$ cat config.mk
export PLATFORM = sky130hd
export DESIGN_NAME = clk_step_ctrl
export DESIGN_NICKNAME = d
export VERILOG_FILES = /design/src/rtl/clk_step_ctrl.sv
export SDC_FILE = /design/constraint.sdc
export NUM_CORES = 1
export LEC_CHECK = 0
export ABC_CLOCK_PERIOD_IN_PS = 6100
export CAP_MARGIN = 30
export CORE_MARGIN = 2
export CORE_UTILIZATION = 40
export CTS_CLUSTER_DIAMETER = 150
export CTS_CLUSTER_SIZE = 25
export DETAILED_ROUTE_END_ITERATION = 16
export GPL_TIMING_DRIVEN = 0
export PLACE_DENSITY = 0.7
export SLEW_MARGIN = 15
export SYNTH_ARGS = -nofsm -noshare
export SYNTH_HDL_FRONTEND = slang
export SYNTH_SLANG_ARGS = --single-unit
$ cat constraint.sdc
create_clock -name clk -period 6.1 [get_ports clk]
set_clock_uncertainty 0.15 [all_clocks]
set_input_delay 1.83 -clock clk [delete_from_list [all_inputs] [get_ports clk]]
set_output_delay 1.83 -clock clk [all_outputs]
set_load 0.05 [all_outputs]
$ cat src/rtl/clk_step_ctrl.sv
// Clock-enable scheduler: turns HALT / STEP / DIV / FREE run modes into a one-cycle ce pulse.
// Define STEP_DEBOUNCE_EN to add a DB_CYCLES-long debounce filter on the step button.
module clk_step_ctrl #(
   parameter int          DIV_W       = 26,
   parameter int unsigned DIV_DEFAULT = 24000000,
   parameter logic [15:0] DB_CYCLES   = 16'd50000
) (
   input  logic             clk,
   input  logic             rst,
   input  logic [1:0]       mode,
   input  logic             step_btn,
   input  logic             cfg_valid,
   input  logic [DIV_W-1:0] cfg_div,
   output logic             cfg_ready,
   output logic             ce,
   output logic [15:0]      ce_count,
   output logic [1:0]       state
);

   typedef enum logic [1:0] {
      S_HALT = 2'b00,
      S_STEP = 2'b01,
      S_DIV  = 2'b10,
      S_FREE = 2'b11
   } state_t;

   state_t           cur;
   logic [DIV_W-1:0] cnt;
   logic [DIV_W-1:0] div_reg;
   logic [DIV_W-1:0] pend_div;
   logic [DIV_W-1:0] eff_div;
   logic             pend_valid;
   logic             wrap;
   logic             sync1;
   logic             sync2;
   logic             step_lvl;
   logic             step_prev;
   logic             step_edge;

   assign state   = cur;
   assign eff_div = (div_reg <= DIV_W'(1)) ? DIV_W'(1) : div_reg;
   assign wrap    = (cur == S_DIV) && (cnt == eff_div - DIV_W'(1));

   // The edge pulse is registered so it never depends on the run mode; edges outside STEP just expire.
   always_ff @(posedge clk) begin
      if (rst) begin
         sync1     <= 1'b0;
         sync2     <= 1'b0;
         step_prev <= 1'b0;
         step_edge <= 1'b0;
      end else begin
         sync1     <= step_btn;
         sync2     <= sync1;
         step_prev <= step_lvl;
         step_edge <= step_lvl & ~step_prev;
      end
   end

`ifdef STEP_DEBOUNCE_EN
   logic [15:0] db_cnt;

   // The filtered level flips only after DB_CYCLES consecutive disagreeing samples.
   always_ff @(posedge clk) begin
      if (rst) begin
         db_cnt   <= 16'd0;
         step_lvl <= 1'b0;
      end else if (sync2 != step_lvl) begin
         if (db_cnt == DB_CYCLES - 16'd1) begin
            db_cnt   <= 16'd0;
            step_lvl <= sync2;
         end else begin
            db_cnt <= db_cnt + 16'd1;
         end
      end else begin
         db_cnt <= 16'd0;
      end
   end
`else
   logic db_unused;
   assign db_unused = ^DB_CYCLES;
   assign step_lvl  = sync2;
`endif

   // A new divisor waits in pend_div until a period boundary; outside DIV every cycle is a boundary.
   always_ff @(posedge clk) begin
      if (rst) begin
         cur        <= S_HALT;
         ce         <= 1'b0;
         ce_count   <= 16'd0;
         cnt        <= '0;
         div_reg    <= DIV_W'(DIV_DEFAULT);
         pend_div   <= '0;
         pend_valid <= 1'b0;
         cfg_ready  <= 1'b1;
      end else begin
         cur      <= state_t'(mode);
         ce_count <= ce_count + {15'd0, ce};

         case (cur)
            S_HALT:  ce <= 1'b0;
            S_STEP:  ce <= step_edge;
            S_DIV:   ce <= wrap;
            default: ce <= 1'b1;
         endcase

         if ((cur != S_DIV) || wrap) begin
            cnt <= '0;
         end else begin
            cnt <= cnt + DIV_W'(1);
         end

         if (cfg_valid && cfg_ready) begin
            pend_div   <= cfg_div;
            pend_valid <= 1'b1;
            cfg_ready  <= 1'b0;
         end else if (pend_valid) begin
            if ((cur != S_DIV) || wrap) begin
               div_reg    <= pend_div;
               pend_valid <= 1'b0;
            end
         end else if (!cfg_ready) begin
            cfg_ready <= 1'b1;
         end
      end
   end

endmodule

==> flow_metrics.py <==
metrics = {
    "floorplan": {
        "rows": 41,
        "die_w_um": 116.8,
        "die_h_um": 116.8,
        "initial_core_util": 0.4066,
        "fp.dieArea_mm2": 0.01364,
        "ios": 52,
        "core_mm2": 0.01252,
    },
    "timing": {
        "finalHoldViolations": 0,
        "worstMarginPinSlew_ns": 0.7847,
        "fin_crit_ns": 4.786,
        "maxSlewViolCount": 0,
        "slew_headroom": 0.4695,
        "setup-violations-final": 0,
        "tns_ns": 0,
        "rsz0062_at_grt": "no",
        "finalCritPeriodShare": 0.7846,
        "fmax_ghz": 0.2090,
    },
    "clock_tree": {
        "cts_tree": "yes",
        "root_buffer": "clkbuf_16",
        "h-tree-depth": 3,
        "cts_setup_buffers": 0,
        "cts.clk_slew.worst_paths_ns": 0.07,
        "cts.repair.resized": 0,
        "numCtsBuffers": 9,
        "clockBufferDepth": 2,
        "clock_latency_ns": 0.36,
        "hold_buffers": 0,
        "cts_sinks": 103,
    },
    "global_routing": {
        "grt_util_all_layers": 0.1891,
        "grt_max_degree": 18,
        "grt_pass1_wl_um": 20200,
        "grt_pass1_vias": 4184,
        "antenna_found_initial": 0,
        "grt_overflow_total": 0,
    },
    "cells_and_area": {
        "num_antenna_cells": 0,
        "drive_above_1_share": 0.05082,
        "fillers": 1248,
        "layout_commonest_cell": "dfxtp_1",
        "synthToLayoutAreaGrowth_pct": 19.62,
        "nNetsFinal": 701,
        "final_cell_mix": "103 x dfxtp_1, 83 x nand2_1, 80 x nor2_1, 51 x clkdlybuf4s50_1, 38 x nand2b_1",
        "final_cells": 841,
    },
    "critical_path": {
        "cp.arrival_ns": 4.91,
        "r2r_setup_slack_ns": 1.31,
        "r2r-start": "div_reg[20]",
        "worst_setup_path_end_kind": "flip-flop",
        "crit_fanout": 10,
        "required_ns": 6.23,
        "endpoint": "div_reg[19]",
        "reg2reg_to": "div_reg[19]",
        "startpoint": "div_reg[20]",
        "ff2ff_path_depth": 15,
        "cp-start-kind": "flip-flop",
        "worstSetupPathType": "flip-flop to flip-flop",
    },
    "power_and_ir_drop": {
        "ir_worst_vdd_uv": 150.6,
        "p_per_area_mw_per_mm2": 224.9,
        "p_leak_nw": 2.096,
    },
    "yosys": {
        "ys_types": 53,
        "syn_inst": 603,
        "synth_edf_count": 0,
        "synthFlopType": "dfxtp_1",
        "syn_area_mm2": 0.005090,
        "syn_area_per_cell_um2": 8.441,
        "synthArstFlopShare": 0,
        "synth_fp_nets": 639,
        "yosys_warnings": 0,
        "synth_seq_cells": 103,
        "ys_seq_area_frac": 0.4051,
    },
    "detailed_routing": {
        "drcViolationCount": 0,
        "wl_per_cell_um": 14.26,
        "viasPerCell": 5.082,
        "vias": 4274,
        "ant_nets": 0,
        "initialDrtViolationCount": 158,
        "first_pass_iters": 4,
        "wirelength_um": 11990,
    },
    "placed_design": {
        "gp_congestion": 0.9267,
        "place_hpwl_um": 9164,
        "dpl.cell_count": 826,
        "io_buffers": 51,
    },
    "run": {
        "max_cap_viol_count": 0,
    },
    "min_path": {
        "hp-class": "flip-flop to flip-flop",
    },
    "status": {
        "status": "completed",
    },
}
[worst max-delay path, cell delays in order, from the launching register on]
cell and delay, ns:
dfxtp_1 0.35, or4_4 0.56, or4_4 0.57, o21bai_1 0.26, inv_1 0.08, ha_1 0.24
nor4b_1 0.20, and4_1 0.26, mux2_2 0.28, mux2i_1 0.13, a21oi_1 0.13, a211oi_1 0.52
a21oi_2 0.21, nor2_4 0.36, buf_12 0.19, mux2i_1 0.18
[area by class of cell]
| type | count | area [um^2] | area share |
|---|---|---|---|
| clock buffers | 10 | 229.0 | 0.03761 |
| plain buffers | 34 | 166.4 | 0.02733 |
| clock inverters | 5 | 43.79 | 0.007193 |
| well taps | 172 | 215.2 | 0.03535 |
| flip-flops and latches | 103 | 2062 | 0.3387 |
| inverters | 4 | 15.01 | 0.002466 |
| multi-input cells | 462 | 2846 | 0.4675 |
| repair buffers | 51 | 510.5 | 0.08385 |
[how the worst min path moves through the flow]
stage	startpoint	end	slack, ns	depth (start not counted)
2_1_floorplan	step_prev	step_edge	0.22	1
3_3_place_gp	step_prev	step_edge	0.23	1
3_5_place_dp	step_prev	step_edge	0.23	1
4_1_cts	step_prev	step_edge	0.24	1
5_1_grt	step_prev	step_edge	0.25	1
6_report	step_prev	step_edge	0.24	1
[synth_stat cells (2+ instances only)]
master,number,area [um^2]
dfxtp_1,103,2062
nand2_1,83,311.6
nor2_1,80,300.3
nand2b_1,38,237.7
a21oi_1,35,175.2
xor2_1,35,306.5
xnor2_1,31,271.5
mux2i_1,30,300.3
clkbuf_1,25,93.84
nand3_1,17,85.08
nand4_1,14,87.58
and3_1,10,62.56
nor3_1,10,50.05
nor2b_1,9,56.30
or3_1,8,50.05
nor4_1,7,43.79
buf_2,5,25.02
a211oi_1,4,30.03
ha_1,4,50.05
inv_1,4,15.01
a31oi_1,3,18.77
o21ai_0,3,15.01
or4_4,3,33.78
a21o_1,2,15.01
and2_1,2,12.51
and4_1,2,17.52
buf_1,2,7.510
buf_12,2,40.04
mux2_2,2,22.52
nand3b_1,2,15.01
nor3b_1,2,15.01
nor4b_1,2,17.52
o31ai_1,2,15.01
or2_2,2,12.51
or4_1,2,15.01
[layer usage]
metal	vias to the layer above	track usage	wire length [um]	part of all wire
met5	-	0	0	0
met4	0	0.07451	248	0.021
met3	19	0.03862	466	0.039
met2	90	0.3187	5696	0.48
met1	2007	0.2382	5578	0.47
li1	2158	-	-	-
[stage by stage]
stage	util	worst slack (ns)	total power, W	area, um^2	hold WS [ns]
finish	0.4864	1.314	0.001370	6088	0.2361
global route	0.4864	1.127	0.001429	6088	0.2539
CTS	0.4864	1.358	0.001387	6088	0.2384
detailed placement	0.4646	1.383	0.0008456	5816	0.2330
global placement	0.4646	1.452	0.0008428	5816	0.2254
floorplan	-	2.044	0.0007981	5090	0.2174
[power breakdown]
group | total [W] | internal [W] | switching, W
logic | 0.000124 | 0.0000580 | 0.0000660
registers | 0.000706 | 0.000691 | 0.0000147
clock network | 0.000540 | 0.000280 | 0.000260
total | 0.00137 | 0.00103 | 0.000341
[logic make-up (layout without fill, tap and decap cells)]
| group | count (synthesis) | after routing | share of synthesized area |
|---|---|---|---|
| simple gates | 301 | 301 | 0.2967 |
| flops | 103 | 103 | 0.4051 |
| compound gates | 58 | 58 | 0.07129 |
| mux | 32 | 32 | 0.06342 |
| xor+xnor | 67 | 67 | 0.1180 |
| fa+ha+maj | 4 | 4 | 0.009833 |
| buf+inv | 38 | 104 | 0.03564 |
Power figures use the tool's default switching activity.
